$ cat src/rtl/door_access_ctrl_if.sv
// Handshake bundle between the keypad/door hardware and the door access controller.
// The master side drives the pulses and door sensor; the slave side drives relay and status.
interface door_access_ctrl_if;
    logic       unlock_pulse;
    logic       attempt_end;
    logic       door_closed;
    logic       relay_on;
    logic       alarm;
    logic       lockout;
    logic [3:0] fail_count;

    modport master (
        output unlock_pulse,
        output attempt_end,
        output door_closed,
        input  relay_on,
        input  alarm,
        input  lockout,
        input  fail_count
    );

    modport slave (
        input  unlock_pulse,
        input  attempt_end,
        input  door_closed,
        output relay_on,
        output alarm,
        output lockout,
        output fail_count
    );
endinterface

$ cat src/rtl/door_access_ctrl.sv
// Door strike driver with held-open alarm and failed-attempt lockout.
// One shared down-timer serves both the open window and the lockout period.
module door_access_ctrl #(
    parameter int OPEN_CYCLES    = 1000,
    parameter int MAX_FAILS      = 3,
    parameter int LOCKOUT_CYCLES = 5000,
    parameter int CNT_W          = 16
) (
    input  logic                clk,
    input  logic                reset,
    door_access_ctrl_if.slave   bus
);

    typedef enum logic [2:0] {
        LOCKED     = 3'd0,
        OPEN       = 3'd1,
        WAIT_CLOSE = 3'd2,
        LOCKOUT    = 3'd3
    } state_t;

    localparam logic [CNT_W-1:0] OPEN_RELOAD = CNT_W'(OPEN_CYCLES - 1);
    localparam logic [CNT_W-1:0] LOCK_RELOAD = CNT_W'(LOCKOUT_CYCLES - 1);
    localparam logic [CNT_W-1:0] TIMER_ONE   = CNT_W'(1);
    localparam logic [3:0]       MAX_F       = 4'(MAX_FAILS);

    state_t           state;
    logic [CNT_W-1:0] timer;
    logic [3:0]       fail_count;
    logic [3:0]       fail_next;
    logic             relay_on;
    logic             alarm;
    logic             lockout;

    // Saturating increment so the counter can never wrap past MAX_FAILS.
    assign fail_next = (fail_count == MAX_F) ? fail_count : fail_count + 4'd1;

    assign bus.relay_on   = relay_on;
    assign bus.alarm      = alarm;
    assign bus.lockout    = lockout;
    assign bus.fail_count = fail_count;

    // Outputs are registered alongside every state change so they never see the inputs directly.
    always_ff @(posedge clk or posedge reset) begin
        if (reset) begin
            state      <= LOCKED;
            timer      <= '0;
            fail_count <= 4'd0;
            relay_on   <= 1'b0;
            alarm      <= 1'b0;
            lockout    <= 1'b0;
        end else begin
            case (state)
                LOCKED: begin
                    if (bus.unlock_pulse) begin
                        state      <= OPEN;
                        timer      <= OPEN_RELOAD;
                        fail_count <= 4'd0;
                        relay_on   <= 1'b1;
                        alarm      <= 1'b0;
                        lockout    <= 1'b0;
                    end else if (bus.attempt_end) begin
                        fail_count <= fail_next;
                        if (fail_next == MAX_F) begin
                            state   <= LOCKOUT;
                            timer   <= LOCK_RELOAD;
                            lockout <= 1'b1;
                        end
                    end
                end

                OPEN: begin
                    if (bus.unlock_pulse) begin
                        timer <= OPEN_RELOAD;
                    end else if (timer != '0) begin
                        timer <= timer - TIMER_ONE;
                    end else if (bus.door_closed) begin
                        state    <= LOCKED;
                        relay_on <= 1'b0;
                    end else begin
                        state    <= WAIT_CLOSE;
                        relay_on <= 1'b0;
                        alarm    <= 1'b1;
                    end
                end

                WAIT_CLOSE: begin
                    if (bus.unlock_pulse) begin
                        state      <= OPEN;
                        timer      <= OPEN_RELOAD;
                        fail_count <= 4'd0;
                        relay_on   <= 1'b1;
                        alarm      <= 1'b0;
                    end else if (bus.door_closed) begin
                        state <= LOCKED;
                        alarm <= 1'b0;
                    end
                end

                LOCKOUT: begin
                    if (timer == '0) begin
                        state      <= LOCKED;
                        fail_count <= 4'd0;
                        lockout    <= 1'b0;
                    end else begin
                        timer <= timer - TIMER_ONE;
                    end
                end

                default: begin
                    state      <= LOCKED;
                    timer      <= '0;
                    fail_count <= 4'd0;
                    relay_on   <= 1'b0;
                    alarm      <= 1'b0;
                    lockout    <= 1'b0;
                end
            endcase
        end
    end

endmodule

$ cat src/flat_wrapper.sv
// flat-port wrapper written by rule: the top's interface ports become plain ports
module door_access_ctrl_flat 
#(
    parameter int OPEN_CYCLES    = 1000,
    parameter int MAX_FAILS      = 3,
    parameter int LOCKOUT_CYCLES = 5000,
    parameter int CNT_W          = 16
)
  (clk, reset, bus_unlock_pulse, bus_attempt_end, bus_door_closed, bus_relay_on, bus_alarm, bus_lockout, bus_fail_count);
  door_access_ctrl_if bus_i ();
  input  logic clk;
  input  logic reset;
  input wire logic [$bits(bus_i.unlock_pulse)-1:0] bus_unlock_pulse;
  input wire logic [$bits(bus_i.attempt_end)-1:0] bus_attempt_end;
  input wire logic [$bits(bus_i.door_closed)-1:0] bus_door_closed;
  output wire logic [$bits(bus_i.relay_on)-1:0] bus_relay_on;
  output wire logic [$bits(bus_i.alarm)-1:0] bus_alarm;
  output wire logic [$bits(bus_i.lockout)-1:0] bus_lockout;
  output wire logic [$bits(bus_i.fail_count)-1:0] bus_fail_count;
  assign bus_i.unlock_pulse = bus_unlock_pulse;
  assign bus_i.attempt_end = bus_attempt_end;
  assign bus_i.door_closed = bus_door_closed;
  assign bus_relay_on = bus_i.relay_on;
  assign bus_alarm = bus_i.alarm;
  assign bus_lockout = bus_i.lockout;
  assign bus_fail_count = bus_i.fail_count;
  door_access_ctrl #(.OPEN_CYCLES(OPEN_CYCLES), .MAX_FAILS(MAX_FAILS), .LOCKOUT_CYCLES(LOCKOUT_CYCLES), .CNT_W(CNT_W)) u_core (.clk(clk), .reset(reset), .bus(bus_i));
endmodule
$ cat config.mk
export PLATFORM = sky130hd
export DESIGN_NAME = door_access_ctrl_flat
export DESIGN_NICKNAME = d
export VERILOG_FILES = /design/src/rtl/door_access_ctrl_if.sv /design/src/rtl/door_access_ctrl.sv /design/src/flat_wrapper.sv
export SDC_FILE = /design/constraint.sdc
export NUM_CORES = 1
export LEC_CHECK = 0
export CORE_ASPECT_RATIO = 1.2
export CORE_MARGIN = 8
export CORE_UTILIZATION = 44
export CTS_CLUSTER_SIZE = 25
export DETAILED_ROUTE_END_ITERATION = 7
export PLACE_DENSITY = 0.72
export SLEW_MARGIN = 20
export SYNTH_ARGS = -nofsm -noshare
export SYNTH_HDL_FRONTEND = slang
export SYNTH_SLANG_ARGS = --single-unit
export TNS_END_PERCENT = 100
$ cat constraint.sdc
create_clock -name clk -period 2.1 [get_ports clk]
set_input_delay 0.42 -clock clk [delete_from_list [all_inputs] [get_ports clk]]
set_output_delay 0.42 -clock clk [all_outputs]
set_load 0.01 [all_outputs]
==> out/metrics.yaml, run 1 <==
status:
  status: "finished, final reports clean"
floorplanning:
  start_util_pct: 44.8
  die_w_um: 73.4
  num_rows: 25
  die_area_um2: 6230
  boundaryPins: 12
  core_um2: 3880
  die_h_um: 84.9
sta:
  fin_crit_sh_pct: 96.1
  timing.final.max_slew_violations: 0
  setup_viol: 0
  slew_headroom_pct: 74.2
  hold_viol_final: 0
  whs_ps: 411
  fmax_mhz: 496
  worst_pin_slew_ps: 386
  finClkSkew_ps: 5.34
  finalCriticalPeriod_ps: 2020
route:
  drtAntennaViolNets: 0
  drt_first_pass_iters: 4
  drc: 0
  finalWirelength_mm: 4.36
  drt_iter0_drc: 72
  via_count: 1650
  routedWlPerCell_um: 15.1
  via_per_inst: 5.73
clock_tree:
  ctsHoldBuffers: 0
  cts_root_buf: "clkbuf_8"
  tritoncts: "built"
  worstSkewPairLatency_ps: 270
  clock_path_buffers: 2
  htree_levels: 1
  clk_pin_slew_worst_paths_ps: 90
  clock_sinks: 25
  cts_inserted_buffers: 3
placed_design:
  placed_area_um2: 2100
  gp_congestion: 0.852
  io_buffers: 11
  post-dp-hpwl_mm: 3.39
final_layout:
  final-seq-area_um2: 627
  layout_common_cells: "28 x buf_4, 24 x dfrtp_1, 23 x o21ai_0, 22 x nor2_1, 13 x inv_1"
  fin_nets: 246
  areaGrowthSynthToFinish_pct: 23.9
  multi_input_area_um2: 1050
  design_area_um2: 2150
  fillCellCount: 370
  final_common_cell: "buf_4"
  antennaDiodeCount: 0
  drive_gt1_share_pct: 21.4
critical_path:
  reg2reg_depth: 6
  ff2ff_setup_slack_ps: 80
  start_kind: "flop"
  path_cells: "ha_2 -> or3b_4 -> a2bb2oi_4 -> a22o_4 -> or2_1 -> o31ai_1"
  rr_startpoint: "u_core.bus.fail_count[1]"
  rr_endpoint: "u_core.timer[15]"
  cp.required_ps: 2280
  slowest_delay_ps: 410
  end_kind: "flop"
  slowest_stage: "or3b_4"
  worstSetupPathType: "reg2reg"
  cp_max_fo: 7
  crit_arrival_ps: 2200
synthesis:
  syn_inst: 199
  synth_cell_types: 48
  netlist_area_um2: 1740
  postSynthAreaPerCell_um2: 8.74
  synth_edf_count: 0
  yosysSeqAreaShare_pct: 36.0
  yosys_warnings: 0
  syn-num-nets: 210
  ys_async_sr_fraction_pct: 100
  ys.flop_type: "dfrtp_1"
  ys_seq_elements: 25
grt:
  grt_pass1_vias: 1592
  grt_pass1_wl_mm: 7.47
  grt_max_degree: 17
  grt_usage_pct: 14.9
  antenna_found_initial: 0
  grt.overflow.total: 0
flow_run:
  drv_cap: 0
power_and_ir_drop:
  vdd_drop_max_v: 0.000616
  leakage_uw: 0.000936
  power_density_nw_per_um2: 1270
min_path:
  hold_path_class: "in2async"
-- routing by layer --
metal  GRT usage [%]  routed length, µm  part of all wire (%)  up-vias
met1            17.2               1840                    42      774
met3            3.07                247                   5.7       11
met5               0                  0                     0        -
met4            7.83                 97                   2.2        0
li1                -                  -                     -      811
met2            24.9               2180                    50       54
-- sequential cells by signal (all words and copies together), names as in the netlist --
signal and count:
u_core.timer 16, u_core.bus.fail_count 4, u_core.state 2, u_core.bus.alarm 1, u_core.bus.lockout 1, u_core.bus.relay_on 1
-- kinds of logic after synthesis --
family | count (synthesis) | share of synthesized area [%]
AOI/OAI and AO/OA | 73 | 29.7
xor gates and xnor gates | 1 | 0.504
adders and majority gates | 6 | 4.32
buffers and inverters | 21 | 4.96
DFF | 25 | 36.0
muxes | 3 | 1.87
and+or+nand+nor | 70 | 22.7
-- metrics by stage --
stage          cells  setup slack (ps)  total power (µW)  utilization [%]  TNS (ps)
2_1_floorplan    199              9.00              1870                -         0
3_3_place_gp     283             -77.9              2410             54.1      -332
3_5_place_dp     283              -125              2440             54.1      -572
4_1_cts          287              56.1              2730             55.2         0
5_1_grt          288             -10.7              2970             55.5     -10.7
6_report         288              82.7              2740             55.5         0
-- critical path: cells and delay by family, from the launching register on --
kind                       cells  cell delay [ps]
adders and majority gates      1              180
DFF                            1              360
and+or+nand+nor                2              740
AOI/OAI and AO/OA              3              640
-- worst max path at each step --
| stage | from | endpoint | slack (ps) |
|---|---|---|---|
| floorplan | u_core.bus.fail_count[1] | u_core.timer[0] | 9 |
| global placement | bus_attempt_end | u_core.timer[13] | -80 |
| detailed placement | bus_attempt_end | u_core.timer[3] | -120 |
| CTS | u_core.bus.fail_count[1] | u_core.timer[3] | 60 |
| global route | u_core.timer[0] | u_core.timer[13] | -10 |
| finish | u_core.bus.fail_count[1] | u_core.timer[15] | 80 |
-- power breakdown --
part | leakage (µW) | internal, µW | switching [µW]
clock | 0.0000228 | 136 | 157
sequential | 0.000319 | 632 | 160
combinational | 0.000594 | 750 | 904
-- layout make-up --
class | count | area share, %
clock buffer | 4 | 2.09
inverter | 13 | 2.26
multi-input combinational | 153 | 48.5
sequential | 25 | 29.1
tap | 54 | 3.14
timing repair buffer | 39 | 14.9
-- synthesized netlist by cell type (4+ instances only) --
cell | instances | share of area, %
a31oi_1 | 4 | 1.4
nor2_1 | 22 | 4.7
clkbuf_1 | 7 | 1.5
o21ai_1 | 5 | 1.4
o22ai_1 | 4 | 1.4
dfrtp_1 | 25 | 36
nand2_1 | 10 | 2.2
nor3_1 | 9 | 2.6
inv_1 | 13 | 2.8
o21ai_0 | 23 | 6.6
a21oi_1 | 11 | 3.2
o31ai_1 | 7 | 3.0
ha_1 | 6 | 4.3
nand3_1 | 5 | 1.4
-- what timing repair did --
action	in CTS	in global routing
pin swaps	0	2
endpoints found under the setup margin	1	5
setup buffers	0	1
gates resized for setup	1	1
Power figures use the tool's default switching activity.
==> run 2, diff against run 1 <==
--- a/config.mk
+++ b/config.mk
@@ -5,6 +5,7 @@
 export SDC_FILE = /design/constraint.sdc
 export NUM_CORES = 1
 export LEC_CHECK = 0
+export CAP_MARGIN = 10
 export CORE_ASPECT_RATIO = 1.2
 export CORE_MARGIN = 8
 export CORE_UTILIZATION = 44
==> results of run 2 <==
No change in the layout: final DEF, timing and power equal those of run 1.
